## config.mk

```make
export PLATFORM = sky130hd
export DESIGN_NAME = minigol_sweep_ctrl
export DESIGN_NICKNAME = d
export VERILOG_FILES = /design/src/rtl/minigol_sweep_ctrl.sv
export SDC_FILE = /design/constraint.sdc
export NUM_CORES = 1
export LEC_CHECK = 0
export ABC_AREA = 1
export BUFFER_PORTS_ARGS = -buffer_cell sky130_fd_sc_hd__buf_2
export CORE_MARGIN = 4
export CORE_UTILIZATION = 38
export CTS_CLUSTER_SIZE = 16
export DETAILED_ROUTE_END_ITERATION = 8
export REMOVE_ABC_BUFFERS = 1
export SLEW_MARGIN = 10
export SYNTH_ARGS = -nofsm -noshare
export SYNTH_HDL_FRONTEND = slang
export SYNTH_SLANG_ARGS = --single-unit
```

## constraint.sdc

```tcl
create_clock -name clk -period 5.8 [get_ports clk]
set_input_delay 0.58 -clock clk [delete_from_list [all_inputs] [get_ports clk]]
set_output_delay 0.58 -clock clk [all_outputs]
set_load 0.03 [all_outputs]
```

## src/rtl/minigol_sweep_ctrl.sv

```systemverilog
// Game-of-Life sweep sequencer: scans the grid one cell per clock through an external compare unit, commits flips per generation.
// Latency: N=ROWS*COLS scan cycles + 1 commit cycle per generation; done pulses one cycle after the final commit.
// No backpressure: start/load_en are only honoured in IDLE and dropped otherwise. Optional TORUS_WRAP_EN wraps neighbours toroidally.
module minigol_sweep_ctrl #(
    parameter int ROWS  = 8,
    parameter int COLS  = 8,
    parameter int GEN_W = 8
) (
    input  logic                             clk,
    input  logic                             rst_n,
    input  logic                             start,
    input  logic [GEN_W-1:0]                 gens,
    input  logic                             load_en,
    input  logic [$clog2(ROWS)-1:0]          load_row,
    input  logic [COLS-1:0]                  load_data,
    output logic                             cmp_life,
    output logic [3:0]                       cmp_lifecount,
    input  logic                             cmp_update,
    output logic                             busy,
    output logic                             done,
    output logic                             stable,
    output logic [GEN_W-1:0]                 gen_cnt,
    output logic [$clog2(ROWS*COLS+1)-1:0]   changed_cnt,
    output logic [ROWS*COLS-1:0]             grid
);

    localparam int N     = ROWS * COLS;
    localparam int ROW_W = $clog2(ROWS);
    localparam int COL_W = $clog2(COLS);
    localparam int IDX_W = $clog2(N);
    localparam int CNT_W = $clog2(N + 1);

    typedef enum logic [1:0] {S_IDLE, S_SCAN, S_COMMIT, S_FINISH} state_t;

    state_t             r_state;
    state_t             w_next;
    logic [ROW_W-1:0]   r_row;
    logic [COL_W-1:0]   r_col;
    logic [N-1:0]       r_grid;
    logic [N-1:0]       r_mask;
    logic [GEN_W-1:0]   r_target;
    logic [GEN_W-1:0]   r_gen_cnt;
    logic [CNT_W-1:0]   r_changed;
    logic               r_stable;

    logic [IDX_W-1:0]   w_idx;
    logic               w_last;
    logic [CNT_W-1:0]   w_pop;
    logic [GEN_W-1:0]   w_gen_inc;
    logic [3:0]         w_nbr;

    assign w_idx     = IDX_W'(32'(r_row) * COLS + 32'(r_col));
    assign w_last    = (r_row == ROW_W'(ROWS - 1)) && (r_col == COL_W'(COLS - 1));
    assign w_pop     = CNT_W'($countones(r_mask));
    assign w_gen_inc = r_gen_cnt + GEN_W'(1);

    // Neighbour count always reads the committed grid, never the pending flips.
    always_comb begin
        int nr;
        int nc;
        w_nbr = '0;
        nr    = 0;
        nc    = 0;
        for (int dr = -1; dr <= 1; dr++) begin
            for (int dc = -1; dc <= 1; dc++) begin
                if (!(dr == 0 && dc == 0)) begin
                    nr = 32'(r_row) + dr;
                    nc = 32'(r_col) + dc;
`ifdef TORUS_WRAP_EN
                    if (nr < 0) nr = ROWS - 1;
                    else if (nr >= ROWS) nr = 0;
                    if (nc < 0) nc = COLS - 1;
                    else if (nc >= COLS) nc = 0;
                    w_nbr = w_nbr + 4'(r_grid[IDX_W'(nr * COLS + nc)]);
`else
                    if (nr >= 0 && nr < ROWS && nc >= 0 && nc < COLS)
                        w_nbr = w_nbr + 4'(r_grid[IDX_W'(nr * COLS + nc)]);
`endif
                end
            end
        end
    end

    always_comb begin
        w_next        = r_state;
        busy          = 1'b0;
        done          = 1'b0;
        cmp_life      = 1'b0;
        cmp_lifecount = 4'd0;
        case (r_state)
            S_IDLE: begin
                if (start) w_next = (gens == '0) ? S_FINISH : S_SCAN;
            end
            S_SCAN: begin
                busy          = 1'b1;
                cmp_life      = r_grid[w_idx];
                cmp_lifecount = w_nbr;
                if (w_last) w_next = S_COMMIT;
            end
            S_COMMIT: begin
                busy = 1'b1;
                if (w_pop == '0 || w_gen_inc == r_target) w_next = S_FINISH;
                else                                      w_next = S_SCAN;
            end
            S_FINISH: begin
                done   = 1'b1;
                w_next = S_IDLE;
            end
            default: w_next = S_IDLE;
        endcase
    end

    always_ff @(posedge clk or negedge rst_n) begin
        if (!rst_n) r_state <= S_IDLE;
        else        r_state <= w_next;
    end

    always_ff @(posedge clk or negedge rst_n) begin
        if (!rst_n) begin
            r_row     <= '0;
            r_col     <= '0;
            r_grid    <= '0;
            r_mask    <= '0;
            r_target  <= '0;
            r_gen_cnt <= '0;
            r_changed <= '0;
            r_stable  <= 1'b0;
        end else begin
            case (r_state)
                S_IDLE: begin
                    // Row indices at or above ROWS match no row and are dropped.
                    for (int r = 0; r < ROWS; r++) begin
                        if (load_en && load_row == ROW_W'(r))
                            r_grid[r*COLS +: COLS] <= load_data;
                    end
                    if (start) begin
                        r_gen_cnt <= '0;
                        r_stable  <= 1'b0;
                        r_target  <= gens;
                        r_row     <= '0;
                        r_col     <= '0;
                        r_mask    <= '0;
                    end
                end
                S_SCAN: begin
                    r_mask[w_idx] <= cmp_update;
                    if (w_last) begin
                        r_row <= '0;
                        r_col <= '0;
                    end else if (r_col == COL_W'(COLS - 1)) begin
                        r_col <= '0;
                        r_row <= r_row + ROW_W'(1);
                    end else begin
                        r_col <= r_col + COL_W'(1);
                    end
                end
                S_COMMIT: begin
                    r_grid    <= r_grid ^ r_mask;
                    r_changed <= w_pop;
                    r_gen_cnt <= w_gen_inc;
                    r_mask    <= '0;
                    if (w_pop == '0) r_stable <= 1'b1;
                end
                default: ;
            endcase
        end
    end

    assign stable      = r_stable;
    assign gen_cnt     = r_gen_cnt;
    assign changed_cnt = r_changed;
    assign grid        = r_grid;

endmodule

```

* Yosys cells after proc, flatten, opt, wreduce, memory -nomap -nowiden
Index checks and enable logic that the tools add are counted.
** Storage, ports and cells
- Register bits after elaboration :: 160
- Output and inout port bits :: 87
- Bits of input ports :: 24
- Word-level logic and storage cells :: 272
** Operators by class
- Order comparisons :: 22
- Bitwise gates (word level) :: 1
- Add/sub/neg operators :: 86
- Muxes and demuxes :: 69
- Reduce and logical (&&, ||, !) cells :: 53
- Equality and inequality tests :: 25
** Operators with widths (number)
- $pmux 64 s3 :: 1
- $pmux 64 s2 :: 1
- $mux 8 :: 9
- $add 1x1->2 :: 32
- $bwmux 64 :: 1
- $lt 6x8->1 const B :: 8
- $mux 64 :: 1
- $xor 64x64->64 :: 1
- $bmux 1 s6 :: 9
- $add 2x2->3 :: 16
- $add 3x3->4 :: 8
- $mux 4 :: 8
- $logic_and 1x1->1 :: 29
- $add 4x1->4 :: 7
- $reduce_and 2->1 :: 13
- $mux 1 :: 24
- $ne 2x2->1 const B :: 11
- $add 4x4->5 :: 4
- $add 6x4->6 :: 3
- $add 6x5->6 :: 3
- $eq 3x3->1 const B :: 6
- $pmux 8 s2 :: 1
- $mux 3 :: 5
- $add 5x5->6 :: 2
- 35 further kinds :: 53

* Logic depth before layout (Yosys ltp)
- Word-level depth :: 21
- Mapped depth :: 41
- Mapped depth without buffers :: 39

* Least setup slack after synthesis
OpenSTA, ideal clock, no wires.
- Path type :: reg2out
- From :: register r_col[0]
- To :: output port cmp_lifecount[2]
- Cell stages (with the launch flop) :: 35
- Arrival time :: 6.086 ns
- Buffers on the path :: 2
- Data required time :: 5.220 ns
- Slack :: -0.866 ns
- Cell sequence :: dfrtp_1 > buf_4 > buf_2 > nor2_1 > ha_1 > fa_1 > o21ai_0 > nand2_1 > nand3_1 > nor2_1 > ha_1 > inv_1 > nor2_2 > ha_1 > ha_1 > nand4_1 > nand2_1 > ha_1 > or2_1 > nand2_1 > inv_1 > ha_1 > nand2_1 > nand2_2 > ha_1 > or2_2 > o21ai_2 > inv_2 > ha_1 > nand2_1 > o21ai_0 > ha_1 > nand2_1 > o21ai_0 > a21oi_1
** Between the ends
- Longest elaborated chain between the ends :: 21
- Elaborated cells on any way between the ends :: 72
- Classes of those cells :: 17 x add/sub; 6 x order compare; 33 x mux; 16 x reduce/logical
** RTL lines
- start: declaration :: line 38 : logic [COL_W-1:0] r_col;
- start signal: assignment :: line 154 : r_col <= r_col + COL_W'(1);
- $add 4x1->5 :: line 68 : nc = 32'(r_col) + dc;
- $add 6x5->6 :: line 77 : w_nbr = w_nbr + 4'(r_grid[IDX_W'(nr * COLS + nc)]);
- $bmux 1 s6 :: line 77
- $mux 1 (implied by the code) (2 in a row) :: line 77
- $mux 1 :: line 76 : if (nr >= 0 && nr < ROWS && nc >= 0 && nc < COLS)
- $add 4x1->4 :: line 77
- $mux 4 :: line 76
- $add 4x1->4 :: line 77
- [... 4 more ...]
- $mux 4 :: line 76
- $add 4x1->4 :: line 77
- $mux 4 :: line 76
- $add 4x1->4 :: line 77
- $mux 4 :: line 76
- $add 4x1->4 :: line 77
- $mux 4 * :: line 76
- $mux 4 * :: line 90 : case (r_state)
- end: declaration :: line 17 : output logic [3:0] cmp_lifecount,
Mark *: on every way between the ends. The rest lies on a longest branch, timed or not. The select of a mux whose other input is x is not followed.

* Final worst setup path
- From :: register r_col[0]
- To :: output port cmp_life
** Between the ends
- Longest elaborated chain between the ends :: 4
** RTL lines
- $add 6x3->6 :: line 52 : assign w_idx = IDX_W'(32'(r_row) * COLS + 32'(r_col));
- $bmux 1 s6 :: line 96 : cmp_life = r_grid[w_idx];
- $mux 1 (implied by the code) :: line 96
- $mux 1 :: line 90
- end: declaration :: line 16 : output logic cmp_life,
Every way passes these cells. The select of a mux whose other input is x is not followed.

==> metrics.cfg <==
[run_status]
status = complete, but fails checks
violations = negative setup slack

[sta]
rsz0062_at_grt = true
slew_violations = 0
relSlewSlack_pct = 31.5
finalSetupViolCount = 11
finalHoldViolations = 0
fin_ws_ns = -1.08
period_share_pct = 119
finClkSkew_ns = 0.0141
fmax_ghz = 0.145
post-route-min-period_ns = 6.88
tightest_slew_ns = 1.03
hold_ws_ns = 0.205

[cts]
clock_sinks = 160
clk_latency_ns = 0.46
cts_tree = yes
root_buffer = clkbuf_16
htreeDepth = 4
path_clk_slew_ns = 0.07
cts_made_buffers = 17
cts_max_path_buffers = 2

[die]
ioPinCount = 111
initial_core_util_pct = 38.4
die_w_um = 189
core_area_um2 = 32500
die_y_um = 189
rows = 66
dieArea_um2 = 35700

[detailed_routing]
wl_um = 51900
vias = 13700
drc = 0
dr.pass1.iters = 6
viasPerCell = 5.37
wl_per_cell_um = 20.3
drt_first_iter_violations = 1179
antenna_left = 0

[global_route]
track_usage_pct = 28.7
antenna_found_initial = 0
grt_max_degree = 161
gr-total-overflow = 0
met2_usage_pct = 46.9
grt_use_met3_pct = 4.30
gr-usage-met1_pct = 37.7
busiest_layer = met2
grt_pass1_vias = 13800
grt_pass1_wl_um = 78900

[synthesis]
synth.distinct_cells = 50
yosys-top-cells-area = dfrtp_1 32%, nand2_1 11%, fa_1 9.2%
synth_top_area_cell = dfrtp_1
synth_edf_count = 0
yosysWarnings = 0
synth_area_um2 = 12500
async_flop_share_pct = 100
synthFlopType = dfrtp_1
synthCells = 1646
yosysSeqAreaShare_pct = 32.2
ys_seq_elements = 160
syn-mean-instance-area_um2 = 7.56
synth_top_cell_area_share_pct = 32.2

[cells_and_area]
drive_gt1_share_pct = 34.0
layout_common_cells = 354 x buf_4, 334 x nand2_1, 223 x inv_1
final_common_cell = buf_4
final_util_pct = 55.6
finalNetCount = 2226
area_delta_synth_final_pct = 45.1
num_antenna_cells = 0

[worst_setup_path]
path_buf_inv = 35
worstSetupStartpointType = flop
arrival_ns = 6.30
path_class = reg2out
crit_path_start = r_col[0]$_DFFE_PN0P_
r2r_slack_ns = -0.55
r2r_end = r_state[1]$_DFFE_PN0P_
reg2regPathDepth = 25
critical-path-max-stage-delay_ns = 0.45
required_ns = 5.22
end_kind = output pin
cp_common_cell = buf_4
worstPathMaxFanout = 5
critPathSlowestCell = dfrtp_2
r2r_start = r_mask[53]$_DFFE_PN0P_
crit_family = buffers and inverters

[placement]
hpwl_um = 35800
place_congestion = 0.969
io_buffers = 110

[hold_path]
hold_path_class = in2async

[job]
maxCapViolCount = 0

## layer usage
metal,vias up,wire length (um)
li1,6286,-
met1,6613,21200
met3,148,3780
met4,0,2630
met2,649,24300
met5,-,0
## synth_stat cells, types with 3 or more instances
| master | instances |
|---|---|
| o211ai_1 | 5 |
| fa_1 | 57 |
| xnor2_1 | 56 |
| o31ai_1 | 22 |
| buf_4 | 4 |
| a22o_1 | 7 |
| a31oi_1 | 12 |
| o22ai_1 | 69 |
| buf_2 | 27 |
| clkinv_1 | 3 |
| a21oi_1 | 60 |
| nor3_1 | 8 |
| inv_2 | 9 |
| o22a_1 | 4 |
| o21ai_0 | 219 |
| ha_1 | 49 |
| nand2_1 | 361 |
| dfrtp_1 | 160 |
| nor4_1 | 3 |
| xor2_1 | 23 |
| nand3_1 | 67 |
| nand3_2 | 4 |
| a221oi_1 | 4 |
| or2_2 | 3 |
| nand2_2 | 9 |
| mux2_2 | 4 |
| clkbuf_1 | 38 |
| nor2_1 | 88 |
| inv_1 | 236 |
| nand4_1 | 7 |
## worst max path at each step
stage | end | slack (ns) | depth (start not counted)
6_report | cmp_life | -1.08 | 42
5_1_grt | cmp_lifecount[1] | -1.24 | 38
3_5_place_dp | cmp_lifecount[2] | -0.85 | 38
4_1_cts | cmp_lifecount[2] | -0.68 | 37
2_1_floorplan | cmp_lifecount[2] | -2.41 | 37
3_3_place_gp | cmp_lifecount[2] | -0.83 | 38
## flip-flops by register name, indices dropped and copies added, names as in the netlist
| name | count |
|---|---|
| r_state | 2 |
| r_mask | 64 |
| r_col | 3 |
| stable | 1 |
| r_row | 3 |
| gen_cnt | 8 |
| r_target | 8 |
| changed_cnt | 7 |
| grid | 64 |
## kinds of logic (layout without fill, tap and decap cells)
logic type / Yosys count / count (layout) / synth area share (%)
buffers and inverters: 322 / 785 / 10.2
and+or+nand+nor: 560 / 560 / 18.7
muxes: 5 / 5 / 0.442
xor gates and xnor gates: 79 / 79 / 5.56
DFF: 160 / 160 / 32.2
AOI/OAI and AO/OA: 414 / 414 / 18.8
adders and majority gates: 106 / 106 / 14.1
## worst register-to-register path, cell delays in order (launching register included)
cell,delay [ns]
dfrtp_1,0.40
fa_1,0.56
inv_2,0.04
fa_1,0.51
inv_2,0.06
fa_1,0.50
inv_1,0.05
fa_2,0.55
inv_2,0.05
fa_1,0.47
inv_1,0.05
fa_1,0.50
fa_1,0.43
fa_1,0.51
inv_2,0.05
ha_4,0.16
fa_2,0.35
nand3_2,0.10
nand2_4,0.06
xor2_2,0.16
nor3b_2,0.23
nand3_1,0.12
buf_6,0.16
nand2_2,0.07
nand2_2,0.05
a21oi_2,0.11
## through the flow
stage	instances	setup TNS [ns]	cell area, um2	worst slack (ns)
CTS	2541	-4.74	17800	-0.679
floorplan	1573	-8.49	12100	-2.41
finish	2551	-6.11	18100	-1.08
global placement	2420	-4.14	15500	-0.831
detailed placement	2420	-4.69	15500	-0.848
global route	2551	-8.34	18100	-1.24
## area by class of cell
type                       count  area (um2)
clock buffer                  23         478
clock inverter                 9        58.8
fill                        2985       14400
inverter                     249         948
multi-input combinational   1164        8100
sequential                   160        4010
tap                          442         553
timing repair buffer         504        3910
## what timing repair did
item                                    in CTS  in global routing
gates resized for setup                    245                 47
endpoints found under the setup margin      11                 13
pin swaps                                   71                 39
hold buffers                                 0                  0
buffers inserted                            87                 14
cloned                                       6                  0
Power is left out: the tool's default activity adds up to more than one toggle a clock period on the data nets, which glitch-free logic cannot reach.
